`config.mk`:
```
export PLATFORM = sky130hd
export DESIGN_NAME = branch_ctrl_flat
export DESIGN_NICKNAME = d
export VERILOG_FILES = /design/src/rtl/branch_ctrl_if.sv /design/src/rtl/branch_ctrl.sv /design/src/flat_wrapper.sv
export SDC_FILE = /design/constraint.sdc
export NUM_CORES = 1
export LEC_CHECK = 0
export ABC_AREA = 1
export CORE_UTILIZATION = 25
export DETAILED_ROUTE_END_ITERATION = 6
export DONT_BUFFER_PORTS = 1
export GPL_ROUTABILITY_DRIVEN = 0
export SLEW_MARGIN = 20
export SYNTH_ARGS = -nofsm -noshare
export SYNTH_HDL_FRONTEND = slang
export SYNTH_SLANG_ARGS = --single-unit
```
`constraint.sdc`:
```
create_clock -name Clk -period 1.8 [get_ports Clk]
set_clock_uncertainty 0.2 [all_clocks]
set_input_delay 0.54 -clock Clk [delete_from_list [all_inputs] [get_ports Clk]]
set_output_delay 0.54 -clock Clk [all_outputs]
set_load 0.1 [all_outputs]
```
`src/rtl/branch_ctrl_if.sv`:
```
// Host/fetch-side signal bundle for branch_ctrl.
// master: the bench or host that supplies Req, Instr and CmpFlag.
// slave:  branch_ctrl, which drives the fetch controls and status.
interface branch_ctrl_if;
  logic        Req;
  logic [8:0]  Instr;
  logic        CmpFlag;
  logic        Start;
  logic        BranchEn;
  logic        ALU_flag;
  logic [7:0]  Target;
  logic        Done;
  logic [1:0]  ProgNum;
  logic [15:0] CycleCnt;

  modport master (
    output Req, Instr, CmpFlag,
    input  Start, BranchEn, ALU_flag, Target, Done, ProgNum, CycleCnt
  );

  modport slave (
    input  Req, Instr, CmpFlag,
    output Start, BranchEn, ALU_flag, Target, Done, ProgNum, CycleCnt
  );
endinterface

```
`src/rtl/branch_ctrl.sv`:
```
// Branch/compare/halt control for the fetch unit. Holds the condition
// flag, decodes the instruction at the current PC into branch controls,
// and sequences programs through an IDLE/RUN/HALT handshake with the host.
module branch_ctrl #(
  parameter logic [8:0]  HALT_OPC  = 9'h0FF,
  parameter int unsigned NUM_PROGS = 3,
  parameter logic [63:0] FAR_TABLE = 64'h0
) (
  input logic         Clk,
  input logic         Reset,
  branch_ctrl_if.slave bus
);

  typedef enum logic [1:0] {
    IDLE = 2'd0,
    RUN  = 2'd1,
    HALT = 2'd2
  } state_e;

  localparam logic [1:0] LAST_PROG = 2'(NUM_PROGS - 1);

  state_e      state_q, state_d;
  logic        flag_q,  flag_d;
  logic [1:0]  prog_q,  prog_d;
  logic [15:0] cyc_q,   cyc_d;
  logic        active;

  // Next-state: program sequencing, compare-flag capture, RUN cycle count.
  always_comb begin
    state_d = state_q;
    flag_d  = flag_q;
    prog_d  = prog_q;
    cyc_d   = cyc_q;
    unique case (state_q)
      IDLE: begin
        if (bus.Req) begin
          state_d = RUN;
          flag_d  = 1'b0;
          cyc_d   = '0;
        end
      end
      RUN: begin
        if (cyc_q != '1) cyc_d = cyc_q + 16'd1;
        if (bus.Instr == HALT_OPC) begin
          state_d = HALT;
        end else if (bus.Instr[8:6] == 3'b110) begin
          flag_d = bus.CmpFlag;
        end
      end
      HALT: begin
        if (!bus.Req) begin
          state_d = IDLE;
          prog_d  = (prog_q == LAST_PROG) ? 2'd0 : prog_q + 2'd1;
        end
      end
      default: state_d = IDLE;
    endcase
  end

  // State registers with synchronous active-low reset.
  always_ff @(posedge Clk) begin
    if (!Reset) begin
      state_q <= IDLE;
      flag_q  <= 1'b0;
      prog_q  <= '0;
      cyc_q   <= '0;
    end else begin
      state_q <= state_d;
      flag_q  <= flag_d;
      prog_q  <= prog_d;
      cyc_q   <= cyc_d;
    end
  end

  // Combinational fetch controls; decode only while running a non-halt word.
  always_comb begin
    active       = (state_q == RUN) && (bus.Instr != HALT_OPC);
    bus.Start    = !active;
    bus.Done     = (state_q == HALT);
    bus.ProgNum  = prog_q;
    bus.CycleCnt = cyc_q;
    bus.BranchEn = 1'b0;
    bus.ALU_flag = 1'b0;
    bus.Target   = '0;
    if (active && (bus.Instr[8:6] == 3'b111)) begin
      bus.BranchEn = 1'b1;
      unique case (bus.Instr[5:4])
        2'b00: begin
          bus.ALU_flag = flag_q;
          bus.Target   = {{4{bus.Instr[3]}}, bus.Instr[3:0]};
        end
        2'b01: begin
          bus.ALU_flag = !flag_q;
          bus.Target   = {{4{bus.Instr[3]}}, bus.Instr[3:0]};
        end
        2'b10: begin
          bus.ALU_flag = 1'b1;
          bus.Target   = {{4{bus.Instr[3]}}, bus.Instr[3:0]};
        end
        default: begin
          // Far mode: Instr[3] is ignored, only three index bits select the entry.
          bus.ALU_flag = flag_q;
          bus.Target   = FAR_TABLE[{bus.Instr[2:0], 3'b000} +: 8];
        end
      endcase
    end
  end

endmodule

```
`src/flat_wrapper.sv`:
```
// flat-port wrapper written by rule: the top's interface ports become plain ports
module branch_ctrl_flat 
#(
  parameter logic [8:0]  HALT_OPC  = 9'h0FF,
  parameter int unsigned NUM_PROGS = 3,
  parameter logic [63:0] FAR_TABLE = 64'h0
)
  (Clk, Reset, bus_Req, bus_Instr, bus_CmpFlag, bus_Start, bus_BranchEn, bus_ALU_flag, bus_Target, bus_Done, bus_ProgNum, bus_CycleCnt);
  branch_ctrl_if bus_i ();
  input logic Clk;
  input logic Reset;
  input wire logic [$bits(bus_i.Req)-1:0] bus_Req;
  input wire logic [$bits(bus_i.Instr)-1:0] bus_Instr;
  input wire logic [$bits(bus_i.CmpFlag)-1:0] bus_CmpFlag;
  output wire logic [$bits(bus_i.Start)-1:0] bus_Start;
  output wire logic [$bits(bus_i.BranchEn)-1:0] bus_BranchEn;
  output wire logic [$bits(bus_i.ALU_flag)-1:0] bus_ALU_flag;
  output wire logic [$bits(bus_i.Target)-1:0] bus_Target;
  output wire logic [$bits(bus_i.Done)-1:0] bus_Done;
  output wire logic [$bits(bus_i.ProgNum)-1:0] bus_ProgNum;
  output wire logic [$bits(bus_i.CycleCnt)-1:0] bus_CycleCnt;
  assign bus_i.Req = bus_Req;
  assign bus_i.Instr = bus_Instr;
  assign bus_i.CmpFlag = bus_CmpFlag;
  assign bus_Start = bus_i.Start;
  assign bus_BranchEn = bus_i.BranchEn;
  assign bus_ALU_flag = bus_i.ALU_flag;
  assign bus_Target = bus_i.Target;
  assign bus_Done = bus_i.Done;
  assign bus_ProgNum = bus_i.ProgNum;
  assign bus_CycleCnt = bus_i.CycleCnt;
  branch_ctrl #(.HALT_OPC(HALT_OPC), .NUM_PROGS(NUM_PROGS), .FAR_TABLE(FAR_TABLE)) u_core (.Clk(Clk), .Reset(Reset), .bus(bus_i));
endmodule
```
After elaboration in Yosys (flattened, before gate mapping). Index checks and enable logic that the tools add are counted. W data, S select, Z words.

Logic and storage cells: 53. Output and inout bits: 30. Register bits after elaboration: 21. Input port bits: 13.

Mux-type cells: 17. Equality and inequality tests: 16. $add $sub $neg: 2. Reduce and logical (&&, ||, !) cells: 12. Shift-type cells: 1. Bitwise operators: 1.

Operator list (number): $shiftx A64 B7 Y8 const A (1); $mux W16 (2); $pmux W16 S2 (1); $add A16 B1 Y16 const B (1); $mux W8 (2); $ne A16 B16 Y1 const B (1); $eq A9 B8 Y1 const B (1); $ne A9 B8 Y1 const B (1); $mux W2 (4); $eq A2 B2 Y1 const B (3); $eq A3 B3 Y1 const B (2); $ne A2 B1 Y1 const B (3); $ne A2 B2 Y1 const B (3); $pmux W2 S3 (1); $reduce_and A3 Y1 (2); $mux W1 (5); $eq A2 B1 Y1 const B (2); $logic_not A2 Y1 (2); $pmux W1 S2 (2); $reduce_and A4 Y1 (1); $reduce_or A3 Y1 (1); $add A2 B1 Y2 const B (1); $logic_and A1 B1 Y1 (2); $logic_not A1 Y1 (2); 3 further kinds (3).

Logic depth before layout (Yosys ltp). Gate-level depths: netlist of run 1.

Word-level depth: 4. Gate-level depth with buffers: 11. Depth with buffers taken out: 10.

Least setup slack after synthesis of run 1. No wires, ideal clock.

Kind: input port to output port. Start point: in bus_Instr[7]. End point: out bus_ALU_flag. Required time: 1.060 ns. Arrival: 5.431 ns. Setup slack: -4.371 ns. Buffers on the path: 0. Cell stages on the path: 4. Cell sequence: nand2_1 nor3_1 inv_1 a211oi_1.

Word-level cells in the longest chain between the ends: 4. Elaborated cells on any way between the ends: 5. Classes of those cells: eq/ne (2); mux (1); reduce/logical (2).

RTL lines: start: declaration (line flat_wrapper.sv:13) `input wire logic [$bits(bus_i.Instr)-1:0] bus_Instr;`; $ne A9 B8 Y1 (line branch_ctrl.sv:77) `active = (state_q == RUN) && (bus.Instr != HALT_OPC);`; $logic_and A1 B1 Y1 (line branch_ctrl.sv:77); $logic_and A1 B1 Y1 (*) (line branch_ctrl.sv:85) `if (active && (bus.Instr[8:6] == 3'b111)) begin`; $mux W1 (*) (line branch_ctrl.sv:85); end: declaration (line flat_wrapper.sv:17) `output wire logic [$bits(bus_i.ALU_flag)-1:0] bus_ALU_flag;`.

Every way passes the cells marked *; elsewhere a longest branch is shown, timed or not.

Worst setup path after layout of run 1.
Start point: reg u_core.state_q[1]. End point: out bus_Target[3].

Word-level cells in the longest chain between the ends: 4.

RTL lines: start: declaration (line branch_ctrl.sv:22) `state_e state_q, state_d;`; start signal: assignment (line branch_ctrl.sv:68) `state_q <= state_d;`; $eq A2 B1 Y1 (line branch_ctrl.sv:77); $logic_and A1 B1 Y1 (line branch_ctrl.sv:77); $logic_and A1 B1 Y1 (line branch_ctrl.sv:85); $mux W8 (line branch_ctrl.sv:85); end: declaration (line flat_wrapper.sv:18) `output wire logic [$bits(bus_i.Target)-1:0] bus_Target;`.

No other way between the ends.

==> summary.md, run 1 <==
| Metric | Value |
|---|---|
| Status | complete, but fails checks |
| Failing checks | negative setup slack |
| Antenna Nets Post-Route | 0 |
| Worst min path class | input port to flip-flop |
| Clock sinks | 21 |
| Largest family of logic cells by synthesized area | simple AND/OR/NAND/NOR gates |
| Flop2flop setup slack | 0.13 ns |
| # diodes | 0 |
| Yosys Warn Count | 0 |
| Final setup margin | -0.382 ns |
| Total CTS buffers | 3 |
| Synthesized area | 1520 µm² |
| Clk buf depth | 2 |
| Root buffer cell | clkbuf_8 |
| Pwr Density | 468 nW/µm² |
| Drt drc | 0 |
| CP Cell Sequence | inv_2 -> nand2_4 -> nor3_4 -> nand2_2 -> nor2_4 -> buf_12 |
| Combinational fraction of design power | 0.253 |
| DIE AREA | 6400 µm² |
| RR Endpoint | u_core.bus.CycleCnt[0] |
| Switching Fraction | 0.338 |
| Setup Crit Path Kind | flip-flop to output pin |
| Setup violators final | 11 |
| Final Cell Area | 2260 µm² |
| Int Power | 0.699 mW |
| Sequential area share after synthesis | 0.276 |
| Clk pwr share | 0.296 |
| Synthesized flop and latch total | 21 |
| Reg2Reg Depth | 9 |
| Most common cell in the netlist | nand2_1 |
| Crit Path Max Fanout | 3 |
| Height of the die | 80.0 µm |
| Switch Pwr | 0.357 mW |
| Cell leakage power | 0.938 nW |
| TritonCTS clock tree | done |
| DR vias | 1570 |
| Synth top area share | 0.276 |
| CTS H-tree lvls | 1 |
| Slew margin rel. | 0.717 |
| Total nets after synthesis | 251 |
| Die Width | 80.0 µm |
| First-pass GRT wire length | 6840 µm |
| Synth Area in Adders | 0.0411 |
| Mux contribution to synthesized area | 0 |
| Synth Area in Compound Gates | 0.121 |
| Number of flops mapped to enable cells by yosys | 0 |
| Simple-Gate Fraction of Synth Area | 0.440 |
| Top_reg_cell synth | dfxtp_1 |
| Yosys top cell by area | dfxtp_1 |
| Starting density of the core | 0.259 |
| Fin. max-slew vios | 0 |
| Unrepaired setup endpoints after global routing | true |
| Tot Pwr | 1.06 mW |
| DR iter-0 viols | 87 |
| Critical Path Max Stage Delay | 0.32 ns |
| Placed Area | 2120 µm² |
| Router iterations before antenna repair | 4 |
| Wire length per cell | 11.6 µm |
| Clk pin slew, worst setup/hold paths | 0.08 ns |
| Setup TNS | -3.72 ns |
| Worst EP arrival | 1.44 ns |
| Netlist cell types | 25 |
| Row count | 28 |
| Post-Route WL | 3980 µm |
| Synthesized instance count | 233 |
| Achievable Freq | 458 MHz |
| Final net count | 287 |
| Initial antenna violation count | 0 |
| Total gr overflow | 0 |
| Largest net degree at the start of global routing | 18 |
| Vias in the first global route | 1490 |
| Layout cells sized above 1 | 0.433 |
| Pre-CTS WS | -0.481 ns |
| Crit. End Element | output pin |
| Max VDD drop | 0.290 mV |
| CP endpoint | bus_Target[3] |
| Top Ports | 43 |
| Minimum clock period | 2.18 ns |
| CORE AREA | 5890 µm² |
| Post-Synth XOR/XNOR Area | 0 |
| Most frequent cells after synthesis | 54 x nand2_1, 30 x inv_1, 27 x nor2_1 |
| Gr usage total | 0.136 |
| Vias per cell | 4.58 |
| Ys async rst share | 0 |
| Final hold vios | 0 |
| CP Launch Point | u_core.state_q[1] |
| Worst path slowest cell | dfxtp_2 |
| CP startpoint kind | flip-flop |
| Worst path required time | 1.06 ns |
| Post-Syn Area per Cell | 6.53 µm² |
| Finished Layout Cells | 343 |
| Final period util | 1.21 |
| Sequential power share | 0.451 |
| Max-cap violations | 0 |
| Clock Latency Late Sink | 0.26 ns |
| Placed Cells | 337 |
| Area growth, synth to finish | 48.4% |
| Leading post-synthesis cells by cell area | dfxtp_1 28%, nand2_1 13%, nand3_1 8.6% |
| # port buffers | 0 |
| FF-to-FF Start | u_core.bus.CycleCnt[1] |
| Dpl hpwl | 3100 µm |
| Tightest Pin Transition | 0.423 ns |
[power groups by stage]
stage | combinational, mW | clock [mW] | sequential [mW]
after detailed placement | 0.254 | 0 | 0.486
after floorplan | 0.148 | 0 | 0.548
after global placement | 0.250 | 0 | 0.486
final | 0.267 | 0.313 | 0.476
after CTS | 0.265 | 0.340 | 0.476
after global routing | 0.287 | 0.347 | 0.480
[flip-flops by register name (all words and copies together), names as in the netlist]
register	flops
u_core.bus.ProgNum	2
u_core.flag_q	1
u_core.bus.CycleCnt	16
u_core.state_q	2
[worst max-delay path, delay by kind of cell (launching register included)]
kind	cells	cell delay, ns
buffers and inverters	2	0.34
DFF	1	0.32
and+or+nand+nor	4	0.50
[how the worst min path moves through the flow]
stage,from,endpoint,cells past startpoint
after floorplan,u_core.flag_q,u_core.flag_q,2
after global placement,u_core.bus.CycleCnt[4],u_core.bus.CycleCnt[4],2
after detailed placement,u_core.bus.CycleCnt[4],u_core.bus.CycleCnt[4],2
after CTS,Reset,u_core.bus.CycleCnt[9],2
after global routing,Reset,u_core.bus.CycleCnt[0],2
final,Reset,u_core.bus.CycleCnt[9],2
[logic make-up after synthesis]
family / after synthesis
adders and majority gates: 5
buffers and inverters: 41
AOI/OAI and AO/OA: 27
DFF: 21
and+or+nand+nor: 139
[stage by stage]
stage          hold WS (ns)  utilization
2_1_floorplan         0.291            -
6_report              0.179        0.384
3_5_place_dp          0.286        0.360
4_1_cts               0.170        0.378
3_3_place_gp          0.283        0.360
5_1_grt               0.169        0.384
[routing by layer]
metal	share of wire	GRT usage	vias to the layer above	routed length (µm)
met3	0.065	0.0423	2	258
li1	-	-	809	-
met4	0.0033	0.0161	0	13
met1	0.42	0.163	724	1670
met2	0.51	0.241	35	2040
met5	0	0	-	0
[layout by cell type (no fill, tap or decap), drive strengths merged]
master,instances
ha,5
clkbuf,4
nor3,3
nand2,68
o21bai,2
nand3,26
o21ai,5
nor3b,2
o211ai,1
nor2,31
inv,32
clkinv,1
dfxtp,21
or2,3
nand4,5
buf,39
nand3b,1
a21oi,16
a211oi,3
[area by class of cell]
| type | instances | area, µm² |
|---|---|---|
| multi-input combinational | 171 | 1110 |
| fill | 621 | 3630 |
| tap | 75 | 93.8 |
| inverter | 33 | 125 |
| timing repair buffer | 39 | 413 |
| clock buffer | 4 | 45.0 |
| sequential | 21 | 473 |
[what timing repair did]
item | 4_1_cts | 5_1_grt
resized for setup | 16 | 3
hold buffers | 0 | 0
hold endpoints to repair | 0 | 0
pin swaps | 5 | 3
buffers inserted | 1 | 3
setup endpoints to repair | 12 | 15
(Power assumes the default switching activity.)
==> inputs of run 2 (changes only) <==
Settings changed: CORE_UTILIZATION 25 to 56, PLACE_DENSITY set to 0.74.
==> summary.md, run 2 (synthesis results as in run 1) <==
| Metric | Value |
|---|---|
| DR vias | 1620 (+3.2%) |
| # diodes | 0 (unchanged) |
| Crit Path Max Fanout | 4 (+1) |
| CORE AREA | 2520 µm² (-57%) |
| Dpl hpwl | 3190 µm (+2.9%) |
| Reg2Reg Depth | 9 (unchanged) |
| Initial antenna violation count | 0 (unchanged) |
| Root buffer cell | clkbuf_4 |
| # port buffers | 0 (unchanged) |
| TritonCTS clock tree | done |
| Worst EP arrival | 1.60 ns (+0.16 ns) |
| Row count | 18 (-36%) |
| Top Ports | 43 (unchanged) |
| Cts hold-fix bufs | 0 (unchanged) |
| Die Width | 54.1 µm (-32%) |
| Drt drc | 0 (unchanged) |
| Vias per cell | 5.47 (+20%) |
| Minimum clock period | 2.34 ns (+0.160 ns) |
| Final setup margin | -0.542 ns (-0.160 ns) |
| Cell leakage power | 0.915 nW (-2.4%) |
| Most common library cell in the layout ignoring fill and taps | nand2_1 |
| RR Endpoint | u_core.bus.CycleCnt[4] |
| Achievable Freq | 427 MHz (-6.8%) |
| Buf+Inv Stages, Crit Path | 2 (unchanged) |
| Final hold vios | 0 (unchanged) |
| Clock sinks | 21 (unchanged) |
| Worst min path class | input port to flip-flop |
| Antenna Nets Post-Route | 0 (unchanged) |
| Commonest cells after routing, fill and taps aside | 48 x nand2_1, 26 x inv_1, 26 x nand3_1, 24 x buf_4, 22 x nor2_1 |
| Gr usage total | 0.302 (+0.167) |
| CP Cell Sequence | inv_2 -> nand2_4 -> nor3_4 -> nand2_2 -> nor2_4 -> buf_12 |
| Hold_sp | Reset |
| Largest net degree at the start of global routing | 18 (unchanged) |
| CTS H-tree lvls | 1 (unchanged) |
| Clk pin slew, worst setup/hold paths | 0.12 ns (+0.04 ns) |
| Max-cap violations | 0 (unchanged) |
| Unrepaired setup endpoints after global routing | true |
| Worst path required time | 1.06 ns (about the same) |
| Router iterations before antenna repair | 4 (unchanged) |
| Slew margin rel. | 0.768 (+0.0508) |
| Vias in the first global route | 1541 (+3.4%) |
| CP startpoint kind | flip-flop |
| Area growth, synth to finish | 42.3% |
| Hold Path Sink | u_core.bus.CycleCnt[13] |
| Clk buf depth | 2 (unchanged) |
| Fin. max-slew vios | 0 (unchanged) |
| Final net count | 285 (-0.70%) |
| Starting density of the core | 0.603 (+0.345) |
| Setup violators final | 12 (+1) |
| Post-Route WL | 4200 µm (+5.5%) |
| Worst path slowest cell | dfxtp_2 |
| Layout cells sized above 1 | 0.432 (-0.000505) |
| Hold path depth | 2 (unchanged) |
| DR iter-0 viols | 39 (-55%) |
| Tightest Pin Transition | 0.347 ns (-0.0758 ns) |
| DIE AREA | 2930 µm² (-54%) |
| Setup TNS | -4.89 ns (-1.18 ns) |
| Status | complete, but fails checks |
| Critical Path Max Stage Delay | 0.34 ns (+0.02 ns) |
| Total gr overflow | 0 (unchanged) |
| Total CTS buffers | 3 (unchanged) |
| Wire length per cell | 14.2 µm (+22%) |
| Final hold slack | 0.127 ns (-0.0527 ns) |
| Setup Crit Path Kind | flip-flop to output pin |
| Number of flip-flops in the largest register | 16 (unchanged) |
| Flop2flop setup slack | 0.09 ns (-0.04 ns) |
| Crit-path leading delay family | simple AND/OR/NAND/NOR gates |
| Failing checks | negative setup slack |
| Clock Latency Late Sink | 0.31 ns (+0.05 ns) |
| First-pass GRT wire length | 6470 µm (-5.4%) |
| Crit. End Element | output pin |
| Height of the die | 54.1 µm (-32%) |
| Max VDD drop | 0.471 mV (+62%) |
| Pwr Density | 455 nW/µm² (-2.8%) |
| FF-to-FF Start | u_core.bus.CycleCnt[0] |
| Final period util | 1.30 (+0.0889) |
## run 2: cell types whose count changed in the layout (fill, tap and decap cells not counted), sizes merged
| cell | before | now |
|---|---|---|
| clkbuf | 4 | 3 |
| clkinv | 1 | 2 |
| buf | 39 | 37 |
## run 2: worst max path at each step
stage,from,end,slack (ns),cells past startpoint
6_report,u_core.state_q[1],bus_Target[5],-0.54,6
5_1_grt,u_core.state_q[1],bus_Target[5],-0.65,6
4_1_cts,u_core.state_q[1],bus_Target[5],-0.57,6
3_5_place_dp,bus_Instr[4],bus_ALU_flag,-0.47,5
3_3_place_gp,bus_Instr[4],bus_ALU_flag,-0.43,5
2_1_floorplan,bus_Instr[7],bus_Target[1],-1.50,4
## run 2: report_power, final
part	internal, mW	switching [mW]	total [mW]	leakage (nW)
logic	0.0762	0.194	0.270	0.715
clock network	0.0831	0.154	0.237	0.0177
registers	0.464	0.0135	0.477	0.182
total	0.623	0.362	0.984	0.915
## run 2: what timing repair did
item                                    CTS  global route
cloned                                    0             0
pin swaps                                 5             4
endpoints found under the setup margin   12            29
gates resized for setup                   8            11
buffers inserted                          2             0
endpoints found under the hold margin     0             0
## run 2: worst reg2reg max path, cell delays in order, from the launching register on
cell	delay (ns)
dfxtp_4	0.40
ha_4	0.16
nand2_4	0.07
nor2_4	0.16
nand2_4	0.09
nor2_4	0.12
nand2_4	0.11
nand2_8	0.14
nand2_2	0.07
a21oi_2	0.12
## run 2: final cells by class
| class | count | area [µm²] |
|---|---|---|
| inverters | 33 | 129 |
| multi-input cells | 171 | 1090 |
| fillers | 154 | 358 |
| clock inverters | 1 | 5.00 |
| well taps | 30 | 37.5 |
| repair buffers | 37 | 405 |
| flip-flops and latches | 21 | 473 |
| clock buffers | 3 | 22.5 |
## run 2: routing by layer
metal,GRT usage,wire length (µm)
met1,0.349,1730
met3,0.0508,252
met5,0,0
met4,0.132,60
met2,0.537,2160
## run 2: per-stage QoR
step                total power [mW]  cell area [µm²]  setup WS, ns   util  std cells
floorplan                      0.696             1770         -1.50      -        233
global placement               0.733             2070        -0.433  0.820        291
detailed placement             0.741             2070        -0.467  0.820        291
CTS                            0.976             2130        -0.574  0.845        297
global route                    1.04             2160        -0.653  0.858        296
finish                         0.984             2160        -0.542  0.858        296
